`src/rtl/register_bus_reader.sv`:
```
// Sequential reader for the switchable-register bank: streams one register, or a wrap-around
// burst of consecutive registers, onto a registered A-bus under a valid/ready handshake.
module register_bus_reader #(
   parameter int unsigned WIDTH = 16,
   parameter int unsigned NREG  = 8,
   parameter int unsigned AW    = 3
) (
   input  logic                     CLK,
   input  logic                     CLR,
   input  logic [NREG*WIDTH-1:0]    R_in,
   input  logic                     req,
   input  logic [AW-1:0]            start_addr,
   input  logic [AW:0]              count,
   output logic [WIDTH-1:0]         A_bus,
   output logic                     A_valid,
   input  logic                     A_ready,
   output logic                     busy,
   output logic                     done,
   output logic [AW-1:0]            cur_addr
);

   typedef enum logic [1:0] {StIdle, StLoad, StSend} state_e;

   state_e           r_state;
   logic [AW-1:0]    r_cur_addr;
   logic [AW:0]      r_remaining;
   logic [WIDTH-1:0] r_a_bus;
   logic             r_a_valid;
   logic             r_done;

   logic [WIDTH-1:0] w_words [NREG];
   logic [AW-1:0]    w_next_addr;

   always_comb begin
      for (int k = 0; k < NREG; k++) begin
         w_words[k] = R_in[k*WIDTH +: WIDTH];
      end
   end

   // AW-bit addition wraps NREG-1 back to 0 for free
   assign w_next_addr = r_cur_addr + AW'(1);

   always_ff @(posedge CLK or negedge CLR) begin
      if (!CLR) begin
         r_state     <= StIdle;
         r_cur_addr  <= '0;
         r_remaining <= '0;
         r_a_bus     <= '0;
         r_a_valid   <= 1'b0;
         r_done      <= 1'b0;
      end else begin
         r_done <= 1'b0;
         case (r_state)
            StIdle: begin
               if (req) begin
                  r_cur_addr  <= start_addr;
                  r_remaining <= (count == '0) ? (AW+1)'(NREG) : count;
                  r_state     <= StLoad;
               end
            end
            StLoad: begin
               r_a_bus   <= w_words[r_cur_addr];
               r_a_valid <= 1'b1;
               r_state   <= StSend;
            end
            StSend: begin
               if (r_a_valid && A_ready) begin
                  r_remaining <= r_remaining - (AW+1)'(1);
                  if (r_remaining > (AW+1)'(1)) begin
                     r_cur_addr <= w_next_addr;
                     r_a_bus    <= w_words[w_next_addr];
                  end else begin
                     r_a_valid <= 1'b0;
                     r_done    <= 1'b1;
                     r_state   <= StIdle;
                  end
               end
            end
            default: r_state <= StIdle;
         endcase
      end
   end

   assign A_bus    = r_a_bus;
   assign A_valid  = r_a_valid;
   assign busy     = (r_state != StIdle);
   assign done     = r_done;
   assign cur_addr = r_cur_addr;

endmodule

```
`config.mk`:
```
export PLATFORM = sky130hd
export DESIGN_NAME = register_bus_reader
export DESIGN_NICKNAME = d
export VERILOG_FILES = /design/src/rtl/register_bus_reader.sv
export SDC_FILE = /design/constraint.sdc
export NUM_CORES = 1
export LEC_CHECK = 0
export BUFFER_PORTS_ARGS = -buffer_cell sky130_fd_sc_hd__buf_2
export CAP_MARGIN = 10
export CORE_AREA = 2 2 90 92
export DETAILED_ROUTE_END_ITERATION = 6
export DIE_AREA = 0 0 92 94
export HOLD_SLACK_MARGIN = 0.03
export PLACE_DENSITY_LB_ADDON = 0.05
export SLEW_MARGIN = 20
export SYNTH_ARGS = -nofsm -noshare
export SYNTH_HDL_FRONTEND = slang
export SYNTH_SLANG_ARGS = --single-unit
```
`constraint.sdc`:
```
create_clock -name CLK -period 2 [get_ports CLK]
set_input_delay 0 -clock CLK [delete_from_list [all_inputs] [get_ports CLK]]
set_output_delay 0 -clock CLK [all_outputs]
set_load 0.1 [all_outputs]
```
# Word level (Yosys, flattened, before mapping)
# Index checks and enable logic that the tools add are counted.
# op_classes
addsub	2
n_lt_le_gt_ge	3
n_eq_ne	6
n_mux	27
n_bitwise	2
n_reduce_logical	11
# op_table
op	n
16-bit binary-select mux with 3-bit select	2
16-bit two-way mux	6
16-bit case mux with 2 select lines	1
4-bit two-way mux	3
3-bit AND reduction	4
3-bit two-way mux	3
4-bit greater-or-equal comparator (second input constant)	2
2-bit inequality test (second input constant)	4
3-bit NOT with 4-bit output	2
4-bit case mux with 2 select lines	1
2-bit two-way mux	3
2-bit case mux with 3 select lines	1
3-bit case mux with 2 select lines	1
2-bit nonzero test	3
1-bit two-way mux	5
4-bit by 1-bit > comparator with 1-bit output (second input constant)	1
4-bit zero test	1
4-bit AND reduction	1
4-bit by 1-bit subtractor with 4-bit output (second input constant)	1
3-bit by 1-bit adder with 3-bit output (second input constant)	1
2-bit by 1-bit equality test with 1-bit output (second input constant)	1
2-bit equality test (second input constant)	1
2-bit zero test	1
1-bit case mux with 2 select lines	1
1-bit logical AND	1
# word_totals
regBits	27
word_cells	57

# Logic depth before layout (Yosys ltp)
# Gate-level depths: netlist of run 1.
# depth
depth_word	8
mapped_depth	8
depth_no_buf	6

# Worst setup path after synthesis of run 1
# No wires, ideal clock.
# synth_timing
path_kind	register to register
from	reg r_cur_addr[1], in the netlist cur_addr[1]
to	reg r_a_bus[0], in the netlist A_bus[0]
arrival_ps	2291
required_time_ps	1872
path_slack_ps	-420
path_stages_with_launch	7
path_cell_list	dfrtp_1 ha_1 clkbuf_1 clkbuf_1 mux4_2 a22oi_1 a31oi_1
# synth_via
elab_chain_cells	8
elab_cells_between_ends	12
# synth_rtl
element	line_no	text
from (decl)	25	logic [AW-1:0] r_cur_addr;
from (signal assigned)	56	r_cur_addr <= start_addr;
from (signal assigned)	70	r_cur_addr <= w_next_addr;
3-bit by 1-bit adder with 3-bit output	41	assign w_next_addr = r_cur_addr + AW'(1);
3-bit NOT with 4-bit output (implied by the code)	71	r_a_bus <= w_words[w_next_addr];
16-bit binary-select mux with 3-bit select	71	
16-bit two-way mux (implied by the code) (2 in series)	71	
16-bit two-way mux	69	if (r_remaining > (AW+1)'(1)) begin
16-bit two-way mux	67	if (r_a_valid && A_ready) begin
16-bit case mux with 2 select lines *	53	case (r_state)
to (signal assigned)	62	r_a_bus <= w_words[r_cur_addr];
to (signal assigned)	71	
to (decl)	27	logic [WIDTH-1:0] r_a_bus;
# Every way passes the cells marked *; elsewhere a longest branch is shown, timed or not. The select of a mux whose other input is x is not followed.
# A chain may end at the register's enable or synchronous reset.

# Worst setup path after layout of run 1
# layout_timing
from	reg r_remaining[0]
to	reg r_a_bus[14], in the netlist A_bus[14]
# layout_via
elab_chain_cells	3
# layout_rtl
element	line_no	text
from (decl)	26	logic [AW:0] r_remaining;
from (signal assigned)	57	r_remaining <= (count == '0) ? (AW+1)'(NREG) : count;
from (signal assigned)	68	r_remaining <= r_remaining - (AW+1)'(1);
4-bit by 1-bit > comparator with 1-bit output	69	
2-bit inequality test (no source line)	-	
3-bit AND reduction (no source line)	-	
# Every way passes these cells.

==> flow_summary.yaml, run 1 <==
layout:
  syn2layout_area_growth_pct: 32.3
  fill_cells: 691
  multi_input_area_sq_um: 2370
  fin_nets: 560
  drive_gt1_share_pct: 64.7
  design_area_sq_um: 4270
  diodes: 0
  regArea_sq_um: 686
global_routing:
  first_global_vias: 3110
  grt_overflow: 0
  grt_pass1_wl_mm: 16.1
  grt_use_total_pct: 23.9
  grt_max_degree: 33
  antenna_found_initial: 1
timing:
  slew-limit-headroom_pct: 42.0
  max_freq_mhz: 531
  tightestPinTransition_ns: 0.866
  period_needed_ns: 1.88
  clock_skew_ns: 0.00542
  final_max_slew_viol_count: 0
  whs_ns: 0.0483
  hold_violations: 0
  fin_crit_sh_pct: 94.2
  rsz0062_at_grt: "no"
  setup_viol: 0
  finalSetupTns_ns: 0
setup_path:
  cp_cell_sequence: "inv_1, ha_1, or2_1, a211oi_4, or2_1, buf_4, a31oi_1"
  crit_slowest_cell: "dfrtp_1"
  worst_path_most_repeated_cell: "or2_1"
  cpPeakStageDelay_ns: 0.46
  crit_cells: 7
  crit_type: "flip-flop to flip-flop"
  cp_num_buf_inv: 2
  required_ns: 2.17
  arrival_ns: 2.05
  rr_worst_depth: 7
  crit_path_start_kind: "flip-flop"
  cp_top_family: "flip-flops"
  end_kind: "flip-flop"
  cp_max_fo: 13
power_and_ir_drop:
  leakage_nw: 1.82
  pwr-share-clk_pct: 4.3
  power.share.combinational_pct: 82.0
  p_int_mw: 3.64
  power_switching_mw: 4.17
  swShare_pct: 53.4
  seq_power_share_pct: 13.7
  power_density_nw_per_um2: 1830
  ir_drop_mv: 0.917
floorplan:
  die_area_sq_um: 8650
  die_y_um: 94
  die_w_um: 92
  ios: 161
  initial_core_util_pct: 42.5
  fp.coreArea_sq_um: 7610
  rows: 32
route:
  drt-initial-drc-count: 126
  wire_per_inst_um: 19.8
  wirelength_mm: 10.3
  drc: 0
  antenna_left: 0
  drt-pass1-iter-count: 5
  via_per_inst: 5.96
  vias: 3092
synthesis:
  synth_seq_cells: 27
  syn_area_sq_um: 3230
  synthFlopType: "dfrtp_1"
  syn-num-nets: 401
  ys_warn_count: 0
  yosysUniqueCellTypes: 42
  avgSynthCellArea_sq_um: 12.5
  syn_inst: 259
  synth_edf_count: 0
  synth.yosys.seq_area_share_pct: 20.9
  async_reset_ff_share_pct: 100
placement:
  io_buffers: 160
  hpwl_mm: 8.09
  gp_congestion: 0.835
  placedInstanceArea_sq_um: 4170
job:
  cap_violations: 0
cts:
  cts_tree: "built"
  clock_path_buffers: 2
  cts_buffers: 3
  cts.sinks: 27
  clock-root-buffer: "clkbuf_8"
  worstSkewPairLatency_ns: 0.28
  htreeDepth: 1
  cts.clk_slew.worst_paths_ns: 0.11
outcome:
  status: "finished clean"
hold_path:
  hold_path_depth: 3
  hold_class: "primary input to flip-flop"
-- stage by stage --
| step | setup WS, ns | util, % | cells | power (mW) |
|---|---|---|---|---|
| final | 0.117 | 56.2 | 519 | 7.81 |
| after global placement | 0.128 | 54.8 | 510 | 7.46 |
| after detailed placement | 0.121 | 54.8 | 510 | 7.51 |
| after floorplan | 0.0117 | - | 259 | 6.28 |
| after global routing | 0.0201 | 56.2 | 519 | 8.30 |
| after CTS | 0.100 | 56.1 | 519 | 7.86 |
-- cells in the final DEF (no fill, tap or decap), types with 2 or more instances in the layout --
cell           instances
inv_1                  4
nor4_1                 2
mux4_2                61
a21oi_1                4
mux2_2                18
nor3_1                18
nand2_1               22
or2_1                  2
buf_2                160
o211ai_1               2
buf_4                 14
a22oi_1               16
dfrtp_2                2
buf_12                 3
mux4_1                 3
ha_1                   3
dfrtp_4                2
or2_2                  2
nor2_1                 6
clkbuf_8               3
dfrtp_1               23
dlygate4sd3_1          5
o21bai_1               3
a31oi_1               16
-- cell families (layout without fill, tap and decap cells) --
kind of cell               count (synthesis)  in the layout  synth area share, %
adders and majority gates                  3              3                 1.16
muxes                                     82             82                 51.3
DFF                                       27             27                 20.9
xor gates and xnor gates                   1              1                0.271
and+or+nand+nor                           62             62                 9.34
AOI/OAI and AO/OA                         51             51                 11.3
buffers and inverters                     33            191                 5.77
-- sequential cells by signal (all words and copies together), names as in the netlist --
name         count
r_remaining      4
cur_addr         3
A_valid          1
done             1
r_state          2
A_bus           16
-- final cells by class --
class / count / share of cell area (%)
multi-input cells: 199 / 55.5
repair buffers: 183 / 24.0
flip-flops and latches: 27 / 16.1
well taps: 102 / 2.99
clock buffers: 3 / 0.967
inverters: 4 / 0.351
clock inverters: 1 / 0.117
-- final timing paths --
kind / startpoint / end / slack, ns
hold reg to reg: r_remaining[3] / r_remaining[3] / 0.56
max in group asynchronous: CLR / cur_addr[1] / 1.23
hold / removal: count[3] / r_remaining[3] / 0.05
setup reg to reg: r_remaining[0] / A_bus[14] / 0.12
setup / recovery: r_remaining[0] / A_bus[14] / 0.12
min in group asynchronous: CLR / A_bus[7] / 0.26
-- tightest hold or removal path: cells and delay by family --
kind,cells,cell delay (ns)
AO/OA/AOI/OAI,2,0.22
buffers and inverters,1,0.07
-- cells in the mapped netlist (2+ instances only) --
library cell  instances  area [sq um]
a21oi_1               4          20.0
a22oi_1              16           120
a31oi_1              16           100
buf_2                13          65.1
buf_4                 4          30.0
buf_6                 4          45.0
clkbuf_1              6          22.5
dfrtp_1              27           676
ha_1                  3          37.5
inv_1                 4          15.0
mux2_2               18           203
mux4_1                3          78.8
mux4_2               61          1370
nand2_1              22          82.6
nor2_1                6          22.5
nor2b_1               2          12.5
nor3_1               18          90.1
nor4_1                2          12.5
o211ai_1              2          15.0
o21ai_0               2          10.0
o21bai_1              3          22.5
or2_1                 2          12.5
or2_2                 2          12.5
-- metal layers --
metal | vias to the layer above | GRT usage [%] | wire [um]
li1 | 1402 | - | -
met1 | 1503 | 33.1 | 4370
met2 | 168 | 39.2 | 4860
met3 | 17 | 4.25 | 829
met4 | 2 | 6.59 | 184
met5 | - | 0 | 13
-- timing repair --
action | in CTS | in global routing
hold endpoints to repair | 31 | 0
setup endpoints to repair | 0 | 2
gates resized for setup | 0 | 2
hold buffers | 5 | 0
buffers inserted | 0 | 0
-- power by group through the flow --
stage               Clock [mW]  Sequential, mW  Combinational, mW
global route             0.365            1.10               6.83
CTS                      0.341            1.07               6.45
finish                   0.336            1.07               6.41
global placement             0            1.08               6.38
detailed placement           0            1.08               6.43
floorplan                    0            2.46               3.83
Power figures use the tool's default switching activity.
==> inputs of run 2 (changes only) <==
MAX_ROUTING_LAYER = met4   (was not set)
==> run 2 against run 1 <==
Sequential share of layout area hardly changed. Core utilization hardly changed. Sequential power about the same. Count of clock-buffer cells in the layout did not move. Cell area barely moved. Final cell count grew 0.19%. Critical path depth unchanged.
==> flow_summary.yaml, run 2 (same netlist as run 1, synthesis figures left out) <==
outcome:
  status: "finished clean"
route:
  drt-pass1-iter-count: 4
  vias: 3108
  antenna_left: 0
  wire_per_inst_um: 19.7
  via_per_inst: 5.98
  drt-initial-drc-count: 97
  wirelength_mm: 10.2
  drc: 0
timing:
  rsz0062_at_grt: "no"
  final_max_slew_viol_count: 0
  period_needed_ns: 1.88
  clock_skew_ns: 0.00544
  tightestPinTransition_ns: 0.853
  max_freq_mhz: 532
  slew-limit-headroom_pct: 42.9
  setup_viol: 0
  finalSetupTns_ns: 0
  hold_violations: 0
  fin_crit_sh_pct: 93.9
cts:
  postCtsSetupBuffers: 0
  clock-root-buffer: "clkbuf_8"
  cts_tree: "built"
  htreeDepth: 1
  clock_path_buffers: 2
  cts.clk_slew.worst_paths_ns: 0.11
  cts_buffers: 3
  worstSkewPairLatency_ns: 0.28
  cts.sinks: 27
floorplan:
  die_area_sq_um: 8650
  die_w_um: 92
  rows: 32
  die_y_um: 94
  initial_core_util_pct: 42.5
  fp.coreArea_sq_um: 7610
  ios: 161
setup_path:
  crit_type: "flip-flop to flip-flop"
  cp_top_family: "flip-flops"
  ff2ff_setup_slack_ns: 0.12
  required_ns: 2.17
  end_kind: "flip-flop"
  crit_slowest_cell: "dfrtp_1"
  cp_cell_sequence: "inv_1, ha_1, or2_1, a211oi_4, or2_1, buf_4, a31oi_1"
  cp_num_buf_inv: 2
  cp_max_fo: 13
  crit_path_start_kind: "flip-flop"
  worst_path_most_repeated_cell: "or2_1"
  cpPeakStageDelay_ns: 0.46
  arrival_ns: 2.05
global_routing:
  grt_max_degree: 33
  first_global_vias: 3107
  grt_pass1_wl_mm: 16.1
  antenna_found_initial: 1
  grt_overflow: 0
  grt_use_total_pct: 24.6
layout:
  design_area_sq_um: 4270
  fill_cells: 690
  most-common-layout-cells: "buf_2 (160), mux4_2 (61), dfrtp_1 (23)"
  regArea_sq_um: 686
  multi_input_area_sq_um: 2370
  final_common_cell: "buf_2"
  largest_reg_flops: 16
  drive_gt1_share_pct: 64.7
  fin_nets: 560
  syn2layout_area_growth_pct: 32.4
power_and_ir_drop:
  leakage_nw: 1.82
  power_density_nw_per_um2: 1830
  ir_drop_mv: 0.920
placement:
  gp_congestion: 0.848
  placedInstanceArea_sq_um: 4170
  io_buffers: 160
  hpwl_mm: 8.09
job:
  cap_violations: 0
hold_path:
  hold_class: "primary input to flip-flop"
[run 2: changes by cell type in the layout (fill, tap and decap cells not counted), sizes merged]
| cell | before | now |
|---|---|---|
| diode | 0 | 1 |
[run 2: power by group]
| part | leakage [nW] | switching [mW] | internal (mW) |
|---|---|---|---|
| sequential | 0.307 | 0.239 | 0.832 |
| combinational | 1.49 | 3.74 | 2.67 |
| clock | 0.0255 | 0.198 | 0.140 |
| total | 1.82 | 4.17 | 3.64 |
[run 2: cell type report]
type / instances / share of cell area [%]
sequential: 27 / 16.0
antenna: 1 / 0.0585
timing repair buffer: 183 / 24.0
tap: 102 / 2.99
multi-input combinational: 199 / 55.4
clock inverter: 1 / 0.117
clock buffer: 3 / 0.966
inverter: 4 / 0.351
[run 2: final timing paths]
| kind | cells past startpoint | end | start |
|---|---|---|---|
| max reg2reg | 7 | A_bus[14] | r_remaining[0] |
| min in group asynchronous | 2 | A_bus[7] | CLR |
| min reg2reg | 2 | r_remaining[3] | r_remaining[3] |
| max | 7 | A_bus[14] | r_remaining[0] |
| min | 3 | r_remaining[3] | count[3] |
| max in group asynchronous | 2 | cur_addr[1] | CLR |
[run 2: through the flow]
step           worst slack [ns]  hold WS (ns)  cells  total power, mW  utilization (%)
2_1_floorplan            0.0117        -0.296    259             6.28                -
3_3_place_gp              0.128        0.0682    510             7.46             54.8
6_report                  0.121        0.0472    520             7.82             56.2
3_5_place_dp              0.121        0.0720    510             7.51             54.8
4_1_cts                   0.100        0.0500    519             7.86             56.1
5_1_grt                  0.0200        0.0711    520             8.30             56.2
[run 2: layer usage]
metal | track usage (%) | vias up | share of wire, %
li1 | - | 1406 | -
met5 | - | - | 0
met4 | 6.59 | 0 | 1.9
met2 | 39.3 | 160 | 48
met3 | 3.77 | 17 | 7.8
met1 | 33.4 | 1525 | 42
[run 2: worst reg2reg max path, delay by kind of cell (launching register included)]
family	cells	cell delay, ns
simple gates	2	0.43
fa+ha+maj	1	0.22
compound gates	2	0.38
buf+inv	2	0.27
flops	1	0.46
[run 2: what timing repair did]
action | CTS | global route
hold endpoints to repair | 31 | 0
hold buffers | 5 | 0
endpoints found under the setup margin | 0 | 2
gates resized for setup | 0 | 2
==> inputs of run 3 (changes only) <==
CORE_AREA = 5 5 68 131   (was 2 2 90 92)
DIE_AREA = 0 0 73 136   (was 0 0 92 94)
==> run 3 against run 2 <==
Wire length up 2.9%. Clock skew increased by 0.0011 ns. Register-to-register slack hardly changed. Fmax grew 0.77%. Die area rose by 15%. Total power increased by 2.0%. Core utilization down 1.3 points.
==> flow_summary.yaml, run 3 (same netlist as run 1, synthesis figures left out) <==
power_and_ir_drop:
  power.share.combinational_pct: 80.4
  power_density_nw_per_um2: 1860
  pwr-share-clk_pct: 6.1
  leakage_nw: 1.83
  seq_power_share_pct: 13.5
  p_int_mw: 3.79
  ir_drop_mv: 1.19
  swShare_pct: 52.5
  power_switching_mw: 4.18
  total_power_mw: 7.97
layout:
  syn2layout_area_growth_pct: 33.0
  design_area_sq_um: 4300
  drive_gt1_share_pct: 65.1
  largest_reg_flops: 16
  utilization_pct: 54.9
  final_common_cell: "buf_2"
  most-common-layout-cells: "buf_2 (160), mux4_2 (61), dfrtp_1 (22), nand2_1 (22)"
  finalNonFillerCells: 511
  regArea_sq_um: 687
  fill_cells: 743
  diodes: 0
  multi_input_area_sq_um: 2370
  fin_nets: 558
route:
  antenna_left: 0
  drc: 0
  wirelength_mm: 10.5
  wire_per_inst_um: 20.6
  drt-pass1-iter-count: 4
  drt-initial-drc-count: 161
  via_per_inst: 6.17
  vias: 3151
job:
  cap_violations: 0
setup_path:
  crit_path_start_kind: "flip-flop"
  crit_type: "flip-flop to flip-flop"
  cp_max_fo: 30
  required_ns: 2.14
  rr_startpoint: "cur_addr[0]"
  end_kind: "flip-flop"
  arrival_ns: 2.01
  crit_start: "cur_addr[0]"
  ff2ff_setup_slack_ns: 0.14
global_routing:
  grt_max_degree: 46
  first_global_vias: 3526
  grt_use_total_pct: 22.6
  grt_overflow: 0
  grt_pass1_wl_mm: 17.3
  antenna_found_initial: 0
floorplan:
  rows: 46
  initial_core_util_pct: 41.3
  die_y_um: 136
  fp.coreArea_sq_um: 7830
  die_w_um: 73
  ios: 161
  die_area_sq_um: 9930
timing:
  whs_ns: 0.0617
  max_freq_mhz: 536
  finalSetupTns_ns: 0
  setup_viol: 0
  rsz0062_at_grt: "no"
  worst_slack_ns: 0.136
  final_max_slew_viol_count: 0
  clock_skew_ns: 0.00651
  slew-limit-headroom_pct: 44.7
  period_needed_ns: 1.86
  fin_crit_sh_pct: 93.2
  tightestPinTransition_ns: 0.826
  hold_violations: 0
cts:
  worstSkewPairLatency_ns: 0.27
  cts.clk_slew.worst_paths_ns: 0.08
  postCtsSetupBuffers: 0
  cts_tree: "built"
  clock-root-buffer: "clkbuf_16"
  cts.sinks: 27
  clock_path_buffers: 2
  cts_buffers: 3
  htreeDepth: 1
placement:
  hpwl_mm: 8.29
  placedInstanceArea_sq_um: 4170
  gp_congestion: 0.950
  dp_cells: 503
  io_buffers: 160
  dp_worst_setup_slack_ns: 0.135
hold_path:
  hp-start: "start_addr[0]"
  hold_class: "primary input to flip-flop"
outcome:
  status: "finished clean"
## run 3: cell types whose count changed in the layout (fill, tap and decap cells not counted), sizes merged
cell	previous run	this run
buf	178	177
clkinv	1	0
clkinvlp	0	1
diode	1	0
dlygate4sd3	5	4
## run 3: metal layers
layer	GRT usage, %	vias to the layer above	part of all wire (%)
met5	-	-	0
met4	6.47	0	1.6
met3	2.81	13	7.1
met2	36.4	152	52
met1	29.8	1577	40
li1	-	1409	-
## run 3: what timing repair did
item,4_1_cts,5_1_grt
hold buffers,4,0
hold endpoints to repair,30,0
setup endpoints to repair,0,4
resized for setup,0,3
## run 3: final timing paths
path                          endpoint  cells after the start
setup / recovery             A_bus[14]                      5
hold / removal             cur_addr[0]                      3
setup reg to reg             A_bus[14]                      5
hold reg to reg               A_bus[0]                      2
max in group asynchronous  cur_addr[1]                      2
min in group asynchronous   r_state[0]                      2
## run 3: critical path: stages, from the launching register on
cell	delay [ns]
dfrtp_4	0.50
ha_1	0.36
buf_12	0.22
mux4_2	0.32
a22oi_1	0.22
a31oi_1	0.11
## run 3: final cells by class
type / count / share of cell area [%]
clock buffers: 3 / 1.75
inverters: 4 / 0.349
multi-input cells: 199 / 55.2
repair buffers: 181 / 23.8
well taps: 96 / 2.80
flip-flops and latches: 27 / 16.0
clock inverters: 1 / 0.175
## run 3: power groups by stage
stage / clock, mW / combinational (mW) / sequential, mW
after floorplan: 0 / 3.83 / 2.46
after global routing: 0.517 / 6.87 / 1.13
after detailed placement: 0 / 6.44 / 1.09
final: 0.486 / 6.41 / 1.08
after CTS: 0.502 / 6.47 / 1.08
after global placement: 0 / 6.36 / 1.08
